==> src/rtl/ahb_ap_sequencer_if.sv <==
// Interface bundling the request/response FIFO ports and the generic bus master port
// of the AHB access-point command sequencer.
// master: the sequencer side. slave: the FIFOs and the bus bridge.
interface ahb_ap_sequencer_if;
   logic        rempty;
   logic [40:0] rdata_fifo1;
   logic        rinc;
   logic        wfull;
   logic [31:0] wdata_fifo2;
   logic        winc;
   logic [31:0] addr;
   logic [31:0] wdata;
   logic [31:0] rdata;
   logic        ren;
   logic        wen;
   logic [3:0]  byte_en;
   logic        busy;
   logic        err;

   modport master (
      input  rempty, rdata_fifo1, wfull, rdata, busy,
      output rinc, wdata_fifo2, winc, addr, wdata, ren, wen, byte_en, err
   );

   modport slave (
      output rempty, rdata_fifo1, wfull, rdata, busy,
      input  rinc, wdata_fifo2, winc, addr, wdata, ren, wen, byte_en, err
   );
endinterface

==> src/rtl/ahb_ap_sequencer.sv <==
// AHB access-point command sequencer. Pops 41-bit command words from the request FIFO,
// runs them one at a time on the generic bus master port and pushes read data into the
// response FIFO. Holds the AP address and CSW (byte enables, auto-increment) state.
// Optional macro AHB_AP_BUS_TIMEOUT_EN: abort bus transfers that stay busy for
// TIMEOUT_CYCLES cycles, set the sticky err flag and return 32'hBADA_CCE5 for reads.
module ahb_ap_sequencer #(
   parameter int unsigned TIMEOUT_CYCLES = 256,
   parameter logic [3:0]  RESET_BYTE_EN  = 4'hF
) (
   input logic                CLK,
   input logic                RST,
   ahb_ap_sequencer_if.master bus
);

   localparam logic [1:0] OpSetAddr = 2'b00;
   localparam logic [1:0] OpWrite   = 2'b01;
   localparam logic [1:0] OpRead    = 2'b10;
   localparam logic [1:0] OpSetCsw  = 2'b11;

   typedef enum logic [1:0] {StIdle, StExec, StBus, StResp} state_e;

   state_e      state_q, state_d;
   logic [1:0]  op_q;
   logic [31:0] payload_q;
   logic [31:0] addr_q;
   logic [31:0] wdata_q;
   logic [31:0] resp_q;
   logic [3:0]  byte_en_q;
   logic        autoinc_q;
   logic        xfer_done;
   logic        xfer_timeout;
   logic        timeout_hit;
   logic        unused_bits;

`ifdef AHB_AP_BUS_TIMEOUT_EN
   localparam int unsigned CntW = $clog2(TIMEOUT_CYCLES + 1);

   logic [CntW-1:0] cnt_q;
   logic            err_q;

   assign timeout_hit = (cnt_q == CntW'(TIMEOUT_CYCLES - 1));
   assign bus.err     = err_q;
   assign unused_bits = ^bus.rdata_fifo1[38:32];

   // Count consecutive busy request cycles; cleared whenever we are not on the bus.
   always_ff @(posedge CLK) begin
      if (RST || state_q != StBus) begin
         cnt_q <= '0;
      end else if (bus.busy) begin
         cnt_q <= cnt_q + CntW'(1);
      end
   end

   // Sticky timeout flag, only cleared by reset.
   always_ff @(posedge CLK) begin
      if (RST) begin
         err_q <= 1'b0;
      end else if (xfer_timeout) begin
         err_q <= 1'b1;
      end
   end
`else
   assign timeout_hit = 1'b0;
   assign bus.err     = 1'b0;
   assign unused_bits = ^{bus.rdata_fifo1[38:32], TIMEOUT_CYCLES};
`endif

   assign bus.addr        = addr_q;
   assign bus.wdata       = wdata_q;
   assign bus.byte_en     = byte_en_q;
   assign bus.wdata_fifo2 = resp_q;

   // State register.
   always_ff @(posedge CLK) begin
      if (RST) begin
         state_q <= StIdle;
      end else begin
         state_q <= state_d;
      end
   end

   // Next state and strobes; pops/pushes are suppressed while reset is asserted.
   always_comb begin
      state_d      = state_q;
      bus.rinc     = 1'b0;
      bus.winc     = 1'b0;
      bus.ren      = 1'b0;
      bus.wen      = 1'b0;
      xfer_done    = 1'b0;
      xfer_timeout = 1'b0;
      unique case (state_q)
         StIdle: begin
            if (!bus.rempty && !RST) begin
               bus.rinc = 1'b1;
               state_d  = StExec;
            end
         end
         StExec: begin
            if (op_q == OpWrite || op_q == OpRead) begin
               state_d = StBus;
            end else begin
               state_d = StIdle;
            end
         end
         StBus: begin
            bus.ren = (op_q == OpRead);
            bus.wen = (op_q == OpWrite);
            if (!bus.busy) begin
               xfer_done = 1'b1;
            end else if (timeout_hit) begin
               xfer_timeout = 1'b1;
            end
            if (xfer_done || xfer_timeout) begin
               state_d = (op_q == OpRead) ? StResp : StIdle;
            end
         end
         StResp: begin
            if (!bus.wfull && !RST) begin
               bus.winc = 1'b1;
               state_d  = StIdle;
            end
         end
         default: state_d = StIdle;
      endcase
   end

   // Command latch, AP address/CSW registers, write data and response capture.
   always_ff @(posedge CLK) begin
      if (RST) begin
         op_q      <= OpSetAddr;
         payload_q <= '0;
         addr_q    <= '0;
         wdata_q   <= '0;
         resp_q    <= '0;
         byte_en_q <= RESET_BYTE_EN;
         autoinc_q <= 1'b0;
      end else begin
         if (bus.rinc) begin
            op_q      <= bus.rdata_fifo1[40:39];
            payload_q <= bus.rdata_fifo1[31:0];
         end
         if (state_q == StExec) begin
            unique case (op_q)
               OpSetAddr: addr_q <= payload_q;
               OpWrite:   wdata_q <= payload_q;
               OpSetCsw: begin
                  byte_en_q <= payload_q[3:0];
                  autoinc_q <= payload_q[4];
               end
               default: ;
            endcase
         end
         if (xfer_done) begin
            // Wraps modulo 2^32 by construction.
            if (autoinc_q) begin
               addr_q <= addr_q + 32'd4;
            end
            if (op_q == OpRead) begin
               resp_q <= bus.rdata;
            end
         end
         if (xfer_timeout) begin
            resp_q <= 32'hBADA_CCE5;
         end
      end
   end

endmodule

==> src/flat_wrapper.sv <==
// flat-port wrapper written by rule: the top's interface ports become plain ports
module ahb_ap_sequencer_flat 
#(
   parameter int unsigned TIMEOUT_CYCLES = 256,
   parameter logic [3:0]  RESET_BYTE_EN  = 4'hF
)
  (CLK, RST, bus_rempty, bus_rdata_fifo1, bus_wfull, bus_rdata, bus_busy, bus_rinc, bus_wdata_fifo2, bus_winc, bus_addr, bus_wdata, bus_ren, bus_wen, bus_byte_en, bus_err);
  ahb_ap_sequencer_if bus_i ();
  input logic CLK;
  input logic RST;
  input wire logic [$bits(bus_i.rempty)-1:0] bus_rempty;
  input wire logic [$bits(bus_i.rdata_fifo1)-1:0] bus_rdata_fifo1;
  input wire logic [$bits(bus_i.wfull)-1:0] bus_wfull;
  input wire logic [$bits(bus_i.rdata)-1:0] bus_rdata;
  input wire logic [$bits(bus_i.busy)-1:0] bus_busy;
  output wire logic [$bits(bus_i.rinc)-1:0] bus_rinc;
  output wire logic [$bits(bus_i.wdata_fifo2)-1:0] bus_wdata_fifo2;
  output wire logic [$bits(bus_i.winc)-1:0] bus_winc;
  output wire logic [$bits(bus_i.addr)-1:0] bus_addr;
  output wire logic [$bits(bus_i.wdata)-1:0] bus_wdata;
  output wire logic [$bits(bus_i.ren)-1:0] bus_ren;
  output wire logic [$bits(bus_i.wen)-1:0] bus_wen;
  output wire logic [$bits(bus_i.byte_en)-1:0] bus_byte_en;
  output wire logic [$bits(bus_i.err)-1:0] bus_err;
  assign bus_i.rempty = bus_rempty;
  assign bus_i.rdata_fifo1 = bus_rdata_fifo1;
  assign bus_i.wfull = bus_wfull;
  assign bus_i.rdata = bus_rdata;
  assign bus_i.busy = bus_busy;
  assign bus_rinc = bus_i.rinc;
  assign bus_wdata_fifo2 = bus_i.wdata_fifo2;
  assign bus_winc = bus_i.winc;
  assign bus_addr = bus_i.addr;
  assign bus_wdata = bus_i.wdata;
  assign bus_ren = bus_i.ren;
  assign bus_wen = bus_i.wen;
  assign bus_byte_en = bus_i.byte_en;
  assign bus_err = bus_i.err;
  ahb_ap_sequencer #(.TIMEOUT_CYCLES(TIMEOUT_CYCLES), .RESET_BYTE_EN(RESET_BYTE_EN)) u_core (.CLK(CLK), .RST(RST), .bus(bus_i));
endmodule
==> config.mk <==
export PLATFORM = sky130hd
export DESIGN_NAME = ahb_ap_sequencer_flat
export DESIGN_NICKNAME = d
export VERILOG_FILES = /design/src/rtl/ahb_ap_sequencer_if.sv /design/src/rtl/ahb_ap_sequencer.sv /design/src/flat_wrapper.sv
export SDC_FILE = /design/constraint.sdc
export NUM_CORES = 1
export LEC_CHECK = 0
export CORE_MARGIN = 1
export CORE_UTILIZATION = 37
export DETAILED_ROUTE_END_ITERATION = 7
export GPL_TIMING_DRIVEN = 0
export PLACE_DENSITY = 0.67
export SLEW_MARGIN = 20
export SYNTH_ARGS = -nofsm -noshare
export SYNTH_HDL_FRONTEND = slang
export SYNTH_SLANG_ARGS = --single-unit
==> constraint.sdc <==
create_clock -name CLK -period 4.9 [get_ports CLK]
set_clock_uncertainty 0.05 [all_clocks]
set_input_delay 0.98 -clock CLK [delete_from_list [all_inputs] [get_ports CLK]]
set_output_delay 0.98 -clock CLK [all_outputs]
set_load 0.01 [all_outputs]
==> impl.org <==
** Synthesis
- For this run, the leading register cell type out of synthesis is sky130_fd_sc_hd__dfxtp_1.
- Synthesis produced a netlist with a net count of 790.
- Count of yosys warnings during synthesis :: 0
- The synthesized design contains 137 register bits.
- Summing every instance area after synthesis gives 5620 µm².
- Share of synthesized flip-flops with an asynchronous set or reset :: 0%
- Synthesis produced a netlist whose cell count is 707.
- Yosys mapped the design onto 49 distinct sky130hd cell types.
- The most common cell in the synthesized netlist is sky130_fd_sc_hd__nand2_1.
- The synthesized design contains 0 enable-type register cells.
- Average footprint of a synthesized cell :: 7.95 µm²
- By area the synthesized netlist is led by sky130_fd_sc_hd__dfxtp_1 49%, sky130_fd_sc_hd__nand2_1 14%, sky130_fd_sc_hd__a21oi_1 8.2%, sky130_fd_sc_hd__nand2b_1 3.7%, sky130_fd_sc_hd__o21ai_0 3.7%.
- Summed over its instances, the top area cell type makes up 48.8% of the synthesized netlist area.
- For this run, the register share of the synthesized area comes to 48.8%.
- Cell taking the most area after synthesis :: sky130_fd_sc_hd__dfxtp_1
- Most numerous cell types in the synthesized netlist :: 204 x sky130_fd_sc_hd__nand2_1, 137 x sky130_fd_sc_hd__dfxtp_1, 92 x sky130_fd_sc_hd__a21oi_1, 47 x sky130_fd_sc_hd__clkbuf_1, 41 x sky130_fd_sc_hd__o21ai_0

** Power
- Pleak :: 2.77 nW
- Overall power consumption :: 2.69 mW
- In this run the power density over the cells is 328 nW/µm².
- VDD sags by at most 0.253 mV.

** STA
- The number of slew-limit violations in the final report was 0.
- Crit share post-route :: 85.4%
- Total Negative Setup Slacks :: 0 ns
- The hold violation count in the final report was 0.
- For the pin with the worst max-slew slack, the measured transition is 0.868 ns.
- Endpoints failing setup :: 0
- Smallest hold slack :: 0.401 ns
- Timing would allow up to 0.239 GHz.
- Final min period :: 4.19 ns
- Across all setup checks in the final design, the least slack found is 0.714 ns.
- Setup repair after global routing missed its margin :: no
- Max transition margin :: 41.6%

** Global route
- Global-route wire length before repair :: 28200 µm
- Entering global routing, the biggest net connects 17 pins.
- Met3 usage in global routing :: 5.43%
- For this run the aggregate overflow at the end of global routing stands at 0.
- Global-route usage over all layers :: 23.0%
- Via count of the first global-routing pass :: 5289
- Number of antenna violations at the first check in global routing :: 0
- Met1 global-route usage :: 30.2%
- For this run, global-route usage on met2 was measured as 36.8%.
- The layer flagged by global routing as most heavily used is met2.

** Final layout
- Compared with the post-synthesis result, the final layout area differs by 45.8%.
- Count of nets after finishing :: 983
- The repair_antennas step left the layout with diodes totalling 0.
- Multi-input combinational cell area :: 2660 µm²
- Cells with a size suffix above 1 make up 4.38% of the layout.
- Register area :: 2740 µm²
- The layout has 1410 filler cells.
- Cells fill 55.7% of the core in the end.

** Flow run
- Max-cap check violation count :: 0

** Drt
- Via count :: 5550
- Post-detailed-route via-to-cell ratio :: 5.06
- Detailed-route wire length per cell :: 15.9 µm
- For this run, design rule violations remaining after detail routing come to 16.
- Wires add up to 17400 µm.
- For this run, the detailed router's first-pass iteration total came to 7.
- Number of DRC violations after detailed-routing iteration 0 :: 369
- The detail route stage leaves a number of antenna-violating nets equal to 0.

** Clocking
- Clock tree from TritonCTS :: built
- After clock tree synthesis, the clock-pin slew on the worst setup and hold paths is 0.05 ns.
- Total of hold buffers inserted after clock tree synthesis :: 0
- Clock tree root driver cell :: sky130_fd_sc_hd__clkbuf_16
- The clock drives 137 sinks.
- Clk Latency, worst-skew pair :: 0.42 ns
- The number of clock buffers added by TritonCTS is 17.
- Quantity of gates resized following cts :: 0
- Maximum clock insertion buffer count :: 2
- H-tree depth :: 4
- Setup repair bufs after CTS :: 0

** Floorplan
- From bottom edge to top edge, the die measures 125 µm.
- In this run the horizontal extent of the chip is 125 µm.
- Once the floorplan was initialized, standard cells occupied 38.2% of the core.
- The die covers 15700 µm².
- Area of the core region :: 14700 µm²
- The initialized floorplan defines 44 standard-cell rows.
- Count of boundary I/O pins :: 183

** Critical path
- Kind of cell adding the most delay to the critical path :: buffers and inverters
- CP startpoint kind :: input port
- In this run the worst path has a maximum fanout of 10.
- Together, buffers and inverters on the worst path number 3.
- STA puts the critical path data required time at 3.87 ns.
- Among all stages on the critical path, the largest delay is contributed by sky130_fd_sc_hd__clkdlybuf4s50_1.
- Cell type with the highest occurrence count on the critical path :: sky130_fd_sc_hd__clkdlybuf4s50_1
- Data on the critical path arrives at its endpoint at 3.16 ns.
- In this design, the stage delay of the slowest critical-path cell is 0.64 ns.
- Cell chain of the critical path :: clkdlybuf4s50_1 -> or3_1 -> nor2_1 -> clkbuf_1 -> clkdlybuf4s50_1
- The critical path in this run is classified as input port to output pin.
- Kind of capture point of the worst setup path :: output pin

** Placed design
- The congestion estimate from routability-driven global placement came to 0.859.
- Worst slack at placement :: 0.726 ns
- After legalization and detailed placement, the total HPWL measured 12500 µm.
- Port bufs :: 174

** Min path
- Worst Hold Class :: flip-flop to flip-flop

** Outcome
- The flow ran to the end, but the final reports show violations.
- The checks that failed: DRC.
==> area by class of cell <==
class | instances | area share, %
Clock buffer | 25 | 6.29
Clock inverter | 7 | 1.07
Multi-Input combinational cell | 516 | 32.5
Timing Repair Buffer | 174 | 21.3
Tap cell | 184 | 2.81
Buffer | 52 | 2.50
Sequential cell | 137 | 33.5
Inverter | 2 | 0.0916
==> worst min-delay path: stages, from the launching register on <==
cell	delay, ns
sky130_fd_sc_hd__dfxtp_1	0.30
sky130_fd_sc_hd__nand2_1	0.05
sky130_fd_sc_hd__a21oi_1	0.05
==> metal layers <==
layer	vias to the layer above	share of wire, %
li1	2812	-
met1	2526	47
met2	190	44
met3	22	6.6
met4	0	1.7
met5	-	0
==> cell usage in the layout, fill, tap and decap left out, drive strengths merged, types with 9 or more instances in the layout <==
master	netlist	routed
dfxtp	137	137
nor2	20	20
a21oi	92	92
nand3	13	13
nand2	204	204
nand2b	33	33
o21ai	41	41
a31oi	11	11
clkbuf	47	72
and3	9	9
nand4	9	9
clkdlybuf4s50	0	174
==> flip-flops by register name (all words and copies together) (netlist names) <==
register and count:
u_core.bus.addr 32, u_core.state_q 2, u_core.payload_q 32, u_core.bus.wdata_fifo2 32, u_core.bus.wdata 32, u_core.autoinc_q 1
u_core.bus.byte_en 4, u_core.op_q 2
==> power breakdown <==
group / leakage, nW / switching, mW / internal (mW) / total, mW
clock network: 0.299 / 0.477 / 0.827 / 1.30
logic: 1.36 / 0.102 / 0.101 / 0.203
registers: 1.11 / 0.0336 / 1.15 / 1.18
total: 2.77 / 0.613 / 2.08 / 2.69
==> kinds of logic after synthesis <==
kind of cell / synth area share, %
flip-flops: 48.8
XOR/XNOR: 0.779
AND/OR/NAND/NOR: 26.4
other: 0.0667
multiplexers: 0.557
buffers and inverters: 3.79
AO/OA/AOI/OAI: 18.5
adder cells (fa/ha/maj): 1.11
==> worst paths after layout <==
path / startpoint / to / slack (ns) / cells after the start
setup / recovery: bus_rempty / bus_rinc / 0.71 / 5
hold / removal: u_core.bus.wdata_fifo2[7]$_SDFFE_PP0P_ / u_core.bus.wdata_fifo2[7]$_SDFFE_PP0P_ / 0.40 / 2
setup reg to reg: u_core.bus.addr[2]$_SDFF_PP0_ / u_core.bus.addr[22]$_SDFF_PP0_ / 2.47 / 6
hold reg to reg: u_core.bus.wdata_fifo2[7]$_SDFFE_PP0P_ / u_core.bus.wdata_fifo2[7]$_SDFFE_PP0P_ / 0.40 / 2
==> through the flow <==
step / area [µm²] / std cells
2_1_floorplan: 5620 / 707
3_3_place_gp: 7590 / 1065
3_5_place_dp: 7590 / 1065
4_1_cts: 8190 / 1097
5_1_grt: 8190 / 1097
6_report: 8190 / 1097
Note: power is estimated with default switching activity, not from simulation.
